$ cat src/rtl/ins_mem_loader_pkg.sv
// Shared constants, state encoding and address helper for the boot-time
// instruction memory loader.
package ins_mem_loader_pkg;

    localparam logic [31:0] INS_START_ADDRESS = 32'h0040_0000;
    localparam int          HEADER_BYTES      = 4;
    localparam int          BYTE_COUNT_W      = $clog2(HEADER_BYTES);

    typedef enum logic [2:0] {
        ST_IDLE    = 3'd0,
        ST_HEADER  = 3'd1,
        ST_PAYLOAD = 3'd2,
        ST_FLUSH   = 3'd3,
        ST_DONE    = 3'd4,
        ST_ERROR   = 3'd5
    } loader_state_t;

    // Byte address of instruction word 'index' relative to 'base'.
    function automatic logic [31:0] word_address(input logic [31:0] base,
                                                 input logic [31:0] index);
        return base + {index[29:0], 2'b00};
    endfunction

endpackage

$ cat src/rtl/ins_mem_loader_byte_to_word.sv
// Little-endian byte-to-word assembler shared by header and payload phases.
// word/word_valid are combinational so the caller can register on the 4th-byte edge.
module ins_mem_loader_byte_to_word
    import ins_mem_loader_pkg::*;
(
    input  logic        SYS_clk,
    input  logic        SYS_reset,
    input  logic        clear,
    input  logic        take,
    input  logic [7:0]  in_data,
    output logic [31:0] word,
    output logic        word_valid
);

    logic [BYTE_COUNT_W-1:0] byte_count;
    logic [23:0]             shift_reg;

    // Only the three earlier bytes are stored; the 4th comes straight from in_data.
    always_ff @(posedge SYS_clk or posedge SYS_reset) begin
        if (SYS_reset) begin
            byte_count <= '0;
            shift_reg  <= '0;
        end else if (clear) begin
            byte_count <= '0;
            shift_reg  <= '0;
        end else if (take) begin
            byte_count <= byte_count + 1'b1;
            shift_reg  <= {in_data, shift_reg[23:8]};
        end
    end

    assign word       = {in_data, shift_reg};
    assign word_valid = take && (byte_count == BYTE_COUNT_W'(HEADER_BYTES - 1));

endmodule

$ cat src/rtl/ins_mem_loader.sv
// Boot-time loader: parses a word-count header, streams payload words into the
// instruction memory write port and keeps the core stalled while loading.
module ins_mem_loader
    import ins_mem_loader_pkg::*;
#(
    parameter logic [31:0] START_ADDRESS = INS_START_ADDRESS,
    parameter int          DEPTH_WORDS   = 1000
) (
    input  logic        SYS_clk,
    input  logic        SYS_reset,
    input  logic        start,
    input  logic        in_valid,
    input  logic [7:0]  in_data,
    output logic        in_ready,
    output logic        wr_en,
    output logic [31:0] wr_addr,
    output logic [31:0] wr_data,
    output logic        cpu_stall,
    output logic        done,
    output logic        error,
    output logic [31:0] checksum
);

    loader_state_t state, state_next;

    logic        take;
    logic        load_clear;
    logic        word_valid;
    logic [31:0] word;
    logic [31:0] word_count;
    logic [31:0] index;
    logic        header_bad;
    logic        last_word;

    assign in_ready   = (state == ST_HEADER) || (state == ST_PAYLOAD);
    assign take       = in_valid && in_ready;
    assign cpu_stall  = (state == ST_HEADER) || (state == ST_PAYLOAD) || (state == ST_FLUSH);
    assign done       = (state == ST_DONE);
    assign error      = (state == ST_ERROR);
    assign header_bad = (word == 32'd0) || (word > 32'(DEPTH_WORDS));
    assign last_word  = (index == word_count - 32'd1);

    ins_mem_loader_byte_to_word u_byte_to_word (
        .SYS_clk    (SYS_clk),
        .SYS_reset  (SYS_reset),
        .clear      (load_clear),
        .take       (take),
        .in_data    (in_data),
        .word       (word),
        .word_valid (word_valid)
    );

    always_ff @(posedge SYS_clk or posedge SYS_reset) begin
        if (SYS_reset) begin
            state <= ST_IDLE;
        end else begin
            state <= state_next;
        end
    end

    // start is only honoured while no load is in flight.
    always_comb begin
        state_next = state;
        load_clear = 1'b0;
        case (state)
            ST_IDLE, ST_DONE, ST_ERROR: begin
                if (start) begin
                    state_next = ST_HEADER;
                    load_clear = 1'b1;
                end
            end
            ST_HEADER: begin
                if (word_valid) begin
                    state_next = header_bad ? ST_ERROR : ST_PAYLOAD;
                end
            end
            ST_PAYLOAD: begin
                if (word_valid && last_word) begin
                    state_next = ST_FLUSH;
                end
            end
            ST_FLUSH: begin
                state_next = ST_DONE;
            end
            default: begin
                state_next = ST_IDLE;
            end
        endcase
    end

    // Write port, index and checksum all update on the edge taking a word's 4th byte.
    always_ff @(posedge SYS_clk or posedge SYS_reset) begin
        if (SYS_reset) begin
            wr_en      <= 1'b0;
            wr_addr    <= '0;
            wr_data    <= '0;
            checksum   <= '0;
            index      <= '0;
            word_count <= '0;
        end else begin
            wr_en <= 1'b0;
            if (load_clear) begin
                checksum   <= '0;
                index      <= '0;
                word_count <= '0;
            end else if (state == ST_HEADER && word_valid) begin
                word_count <= word;
            end else if (state == ST_PAYLOAD && word_valid) begin
                wr_en    <= 1'b1;
                wr_data  <= word;
                wr_addr  <= word_address(START_ADDRESS, index);
                checksum <= checksum + word;
                index    <= index + 32'd1;
            end
        end
    end

endmodule

$ cat config.mk
export PLATFORM = sky130hd
export DESIGN_NAME = ins_mem_loader
export DESIGN_NICKNAME = d
export VERILOG_FILES = /design/src/rtl/ins_mem_loader_pkg.sv /design/src/rtl/ins_mem_loader_byte_to_word.sv /design/src/rtl/ins_mem_loader.sv
export SDC_FILE = /design/constraint.sdc
export NUM_CORES = 1
export LEC_CHECK = 0
export ABC_AREA = 1
export BUFFER_PORTS_ARGS = -buffer_cell sky130_fd_sc_hd__buf_4
export CAP_MARGIN = 20
export CORE_MARGIN = 3
export CORE_UTILIZATION = 50
export CTS_CLUSTER_DIAMETER = 150
export DETAILED_ROUTE_END_ITERATION = 10
export PLACE_DENSITY_LB_ADDON = 0.08
export SETUP_SLACK_MARGIN = 0.3
export SLEW_MARGIN = 20
export SYNTH_ARGS = -nofsm -noshare
export SYNTH_HDL_FRONTEND = slang
export SYNTH_SLANG_ARGS = --single-unit
$ cat constraint.sdc
create_clock -name SYS_clk -period 17.9 [get_ports SYS_clk]
set_input_delay 3.58 -clock SYS_clk [delete_from_list [all_inputs] [get_ports SYS_clk]]
set_output_delay 3.58 -clock SYS_clk [all_outputs]
set_load 0.01 [all_outputs]
# --- Yosys cells after proc, flatten, opt, wreduce, memory -nomap -nowiden ---
# Index checks and enable logic that the tools add are counted.
word_totals:
  reg_bits: 190
  inputBits: 12
  output_inout_bits: 101
  wordCells: 67
classes:
  add_sub_neg: 5
  order_cmp: 1
  eq_ne: 11
  n_mux: 22
  n_bitwise: 2
  reduce_logical: 17
op_table:
  columns: ["cell", "count"]
  rows:
  - ["$mux W32", 8]
  - ["$mux W24", 2]
  - ["$add A23 B32 Y32 const A", 1]
  - ["$add A32 B1 Y32 const B", 1]
  - ["$add A32 B32 Y32", 1]
  - ["$eq A32 B32 Y1", 1]
  - ["$gt A32 B10 Y1 const B", 1]
  - ["$logic_not A32 Y1", 1]
  - ["$sub A32 B1 Y32 const B", 1]
  - ["$mux W3", 4]
  - ["$pmux W3 S4", 1]
  - ["$eq A3 B2 Y1 const B", 2]
  - ["$eq A3 B3 Y1 const B", 2]
  - ["$ne A2 B2 Y1 const B", 3]
  - ["$reduce_and A3 Y1", 2]
  - ["$reduce_bool A2 Y1", 3]
  - ["$logic_and A1 B1 Y1", 5]
  - ["$mux W1", 5]
  - ["$mux W2", 2]
  - ["$eq A3 B1 Y1 const B", 1]
  - ["$logic_not A3 Y1", 1]
  - ["$logic_or A1 B1 Y1", 3]
  - ["$reduce_or A3 Y1", 1]
  - ["$add A2 B1 Y2 const B", 1]
  - ["other kinds (4)", 5]

# --- Depth between registers and ports, before layout ---
depth:
  word_depth: 8
  depth_mapped: 18
  ltp_nobuf: 18

# --- By module ---
# From an unflattened synthesis, not the netlist that was laid out.
unflattened:
  hier_cells: 1507
  hier_area_um2: 11178.2
by_module_without_submodules:
  columns: ["module", "instances", "cells_each", "area_per_inst_um2", "seq_area_each_um2"]
  rows:
  - ["ins_mem_loader", 1, 1381, 10045.9, 4053.9]
  - ["ins_mem_loader_byte_to_word", 1, 126, 1132.3, 650.6]

# --- Worst setup path before layout ---
# OpenSTA, ideal clock, no wires.
synth_timing:
  path_kind: "in2reg"
  from: "in in_valid"
  to: "reg index[30]"
  setup_ps: 122
  arrival_ps: 4598
  t_required_ps: 17778
  path_slack_ps: 13180
  cell_stages: 13
  path_buffers: 0
  cell_sequence: "nand2_4 -> nor2_4 -> nand2_4 -> clkinv_4 -> nand2_4 -> nor2_4 -> nand2_2 -> nor2_4 -> nand3_2 -> nor2_2 -> nand2_1 -> nand2_1 -> a21oi_2"
synth_via:
  elab_chain_cells: 5
  elab_cells_between_ends: 7
  cone_classes: "eq/ne (1); reduce/logical (6)"
synth_lines:
  columns: ["element", "line", "source"]
  rows:
  - ["from (decl)", "ins_mem_loader.sv:12", "input logic in_valid,"]
  - ["$logic_and A1 B1 Y1 *", "ins_mem_loader.sv:36", "assign take = in_valid && in_ready;"]
  - ["$logic_and A1 B1 Y1 *", "ins_mem_loader_byte_to_word.sv:33", "assign word_valid = take && (byte_count == BYTE_COUNT_W'(HEADER_BYTES - 1));"]
  - ["$logic_and A1 B1 Y1 (on tied branches)", "ins_mem_loader.sv:106, ins_mem_loader.sv:108", null]
  - ["$ne A2 B2 Y1 (no line) or $reduce_bool A2 Y1 (tied branches)", null, null]
  - ["$reduce_and A2 Y1 (no line) *", null, null]
  - ["to (signal assigned)", "ins_mem_loader.sv:113", "index <= index + 32'd1;"]
  - ["to (decl)", "ins_mem_loader.sv:31", "logic [31:0] index;"]
# Mark *: on every way between the ends. The rest lies on a longest branch, timed or not.
# A chain may end at the register's enable or synchronous reset.

# --- Worst setup path in the final report ---
layout_timing:
  from: "in in_valid"
  to: "reg index[27]"
# Same word-level chain as after synthesis.

==> impl_results.md <==
- Status: complete, no violations
- Async SR Flop Fraction: 1.00
- Grt total ovfl: 0
- Synthesized area per cell: 7.55 sq um
- GPL Wtd Cong: 0.931
- Sequential fraction of the synthesis area: 0.437
- Worst EP arrival: 5870 ps
- Area of the core: 21100 sq um
- Leakage: 6.31 nW
- Fill cell count: 1972
- Crit path kind: in -> reg
- Wire per inst: 15.7 um
- Post-DRT Antenna Nets: 0
- Num CTS Buffers: 17
- Number of synthesized flops with an enable pin: 0
- Site Rows: 53
- Setup crit end kind: flip-flop
- Die height: 153 um
- Clk buf depth: 2
- 1st-iter DRT viols: 673
- Initial antenna violation count: 1
- Vias per inst: 5.33
- Proportion of layout cells with a drive suffix above 1: 0.124
- RSZ-0062 raised after global routing: no
- Number of nets in the layout: 1572
- Yosys cell types: 44
- Flops & latches, synth: 188
- Worst-Margin Slew: 813 ps
- Synthesis Warnings: 0
- Final Cycle Share: 0.307
- Worst Path Max Fanout: 47
- GRT Util Overall: 0.247
- Synthesized area: 10800 sq um
- Highest-count cells in the layout ignoring fill and taps: 374 x nand2_1, 188 x dfrtp_1, 167 x o21ai_0
- Root Driver: clkbuf_16
- Post-cts resize count: 0
- Clock network power share: 0.245
- DR vias: 9646
- Worst skew pair latency: 440 ps
- Setup bufs post-CTS: 0
- First-pass GRT wire length: 47500 um
- Wirelength, routed: 28400 um
- Fmax: 182 MHz
- Worst setup margin: 12400 ps
- Rel. slew slack: 0.457
- Power Total: 1.50 mW
- Final Max Tran Viols: 0
- Fin crit period: 5500 ps
- H-tree Lvls: 4
- Die area: 23300 sq um
- Cell area power density: 121 nW/um^2
- Int Pwr: 856 uW
- Setup_tns: 0 ps
- Final HPWL DP: 21000 um
- DRC viols: 0
- NetSw: 644 uW
- Worst path slowest cell: buf_4
- Setup violators final: 0
- Antenna diodes: 0
- Power share of the combinational group: 0.410
- IO Pins: 113
- Most common cell after layout, fill and taps aside: nand2_1
- Final Hold Vio Count: 0
- Area Growth Syn to Fin: 15.4%
- Critical path's largest stage delay: 450 ps
- Clock tree from TritonCTS: yes
- Seq pwr share: 0.345
- Clock sinks: 188
- Pre-CTS setup slack: 11720 ps
- Hold_buf cts: 0
- Clock transition at path regs: 80 ps
- DRT Pass-1 Iters: 5
- Initial core utilization: 0.511
- Sw Ratio: 0.429
- # Max-Cap Violations: 0
- Worst EP required: 18270 ps
- Hold Path Class: reg -> reg
- Multi-input logic area: 5300 sq um
- Largest net degree at the start of global routing: 145
- Seq. cell area: 4700 sq um
- Post-synthesis instance total: 1427
- Ys flop type: dfrtp_1
- Fin Clk Skew: 10.7 ps
- PortBufs: 110
- Worst-path cell chain: buf_4, nand2_4, nor2_4, nand2_4, buf_4, clkinv_4, nand4_2, nor2_2, nand2_1, inv_2, nand2_1, o21ai_0, a21oi_1
- Vias in the first global route: 9267
- Startpoint types: input pin
- VDD IR max: 0.0902 mV
- Chip width: 153 um
-- power by group through the flow --
stage	Clock, mW	Sequential [mW]	Combinational, mW
2_1_floorplan	0	0.508	0.463
3_3_place_gp	0	0.525	0.588
3_5_place_dp	0	0.526	0.596
4_1_cts	0.374	0.517	0.601
5_1_grt	0.393	0.524	0.700
6_report	0.368	0.517	0.616
-- synth_stat cells, types with 2 or more instances --
master    count  area, sq um
nand2_2       2         12.5
nor4_1        6         37.5
a21oi_1      66          330
a32o_1        5         50.1
buf_2        10         50.1
nor3_1       27          135
nor2_4        4         45.0
nand3_1      74          370
nor2_2        6         37.5
xnor2_1      19          166
mux2_2       15          169
or2_2         2         12.5
xor2_1       28          245
dfrtp_1     188         4700
nor2_1      156          586
nor3b_1       3         22.5
nand3b_1      3         22.5
nand2_4       3         33.8
a31oi_1       4         25.0
buf_4         2         15.0
o21ai_0     167          836
nand3_2       3         30.0
buf_1         3         11.3
nand4_1      11         68.8
nand2_1     374         1400
a211oi_1      4         30.0
a21o_1        6         45.0
o22ai_1       4         25.0
ha_1         35          438
o21bai_1      4         30.0
inv_1       154          578
inv_2         2         7.51
clkbuf_1     26         97.6
-- critical path: cells and delay by family --
| kind | cells | cell delay (ps) |
|---|---|---|
| AO/OA/AOI/OAI | 2 | 230 |
| AND/OR/NAND/NOR | 7 | 950 |
| buffers and inverters | 4 | 1050 |
-- metrics by stage --
stage               cells  hold WS [ps]  utilization  area (sq um)
floorplan            1428           473            -         10800
global placement     1778           469        0.561         11800
detailed placement   1778           474        0.561         11800
CTS                  1809           491        0.587         12400
global route         1811           506        0.590         12400
finish               1811           486        0.590         12400
-- per-layer routing --
layer  routed length [um]  vias up  track usage
met5                    0        -            0
met2                12800      257        0.389
met1                13700     4519        0.362
li1                     -     4837            -
met3                 1510       33       0.0364
met4                  414        0       0.0641
-- logic make-up after synthesis --
group,synth area share
buffers and inverters,0.0713
flip-flops,0.437
adder cells (fa/ha/maj),0.0425
XOR/XNOR,0.0382
multiplexers,0.0157
AO/OA/AOI/OAI,0.132
AND/OR/NAND/NOR,0.264
other,0.000348
-- path summary, 6_finish.rpt --
kind,startpoint,endpoint,slack (ps),cells after the start
worst min register to register,wr_data[5]$_DFFE_PP0P_,wr_data[5]$_DFFE_PP0P_,490,2
min in group asynchronous,SYS_reset,checksum[9]$_DFFE_PP0P_,3220,2
worst max register to register,state[0]$_DFFE_PP0P_,checksum[11]$_DFFE_PP0P_,14880,11
worst max-delay path,in_valid,index[27]$_DFFE_PP0P_,12400,13
max in group asynchronous,SYS_reset,u_byte_to_word.shift_reg[18]$_DFFE_PP0P_,13650,3
worst min-delay path,wr_data[5]$_DFFE_PP0P_,wr_data[5]$_DFFE_PP0P_,490,2
-- cell type report --
class                           count  area share
Clock inverter                     12     0.00876
Inverter                          157      0.0484
Sequential cell                   188       0.378
Clock buffer                       19      0.0356
Timing Repair Buffer              118      0.0745
Tap cell                          275      0.0277
Multi-Input combinational cell   1042       0.427
(Power assumes the default switching activity.)
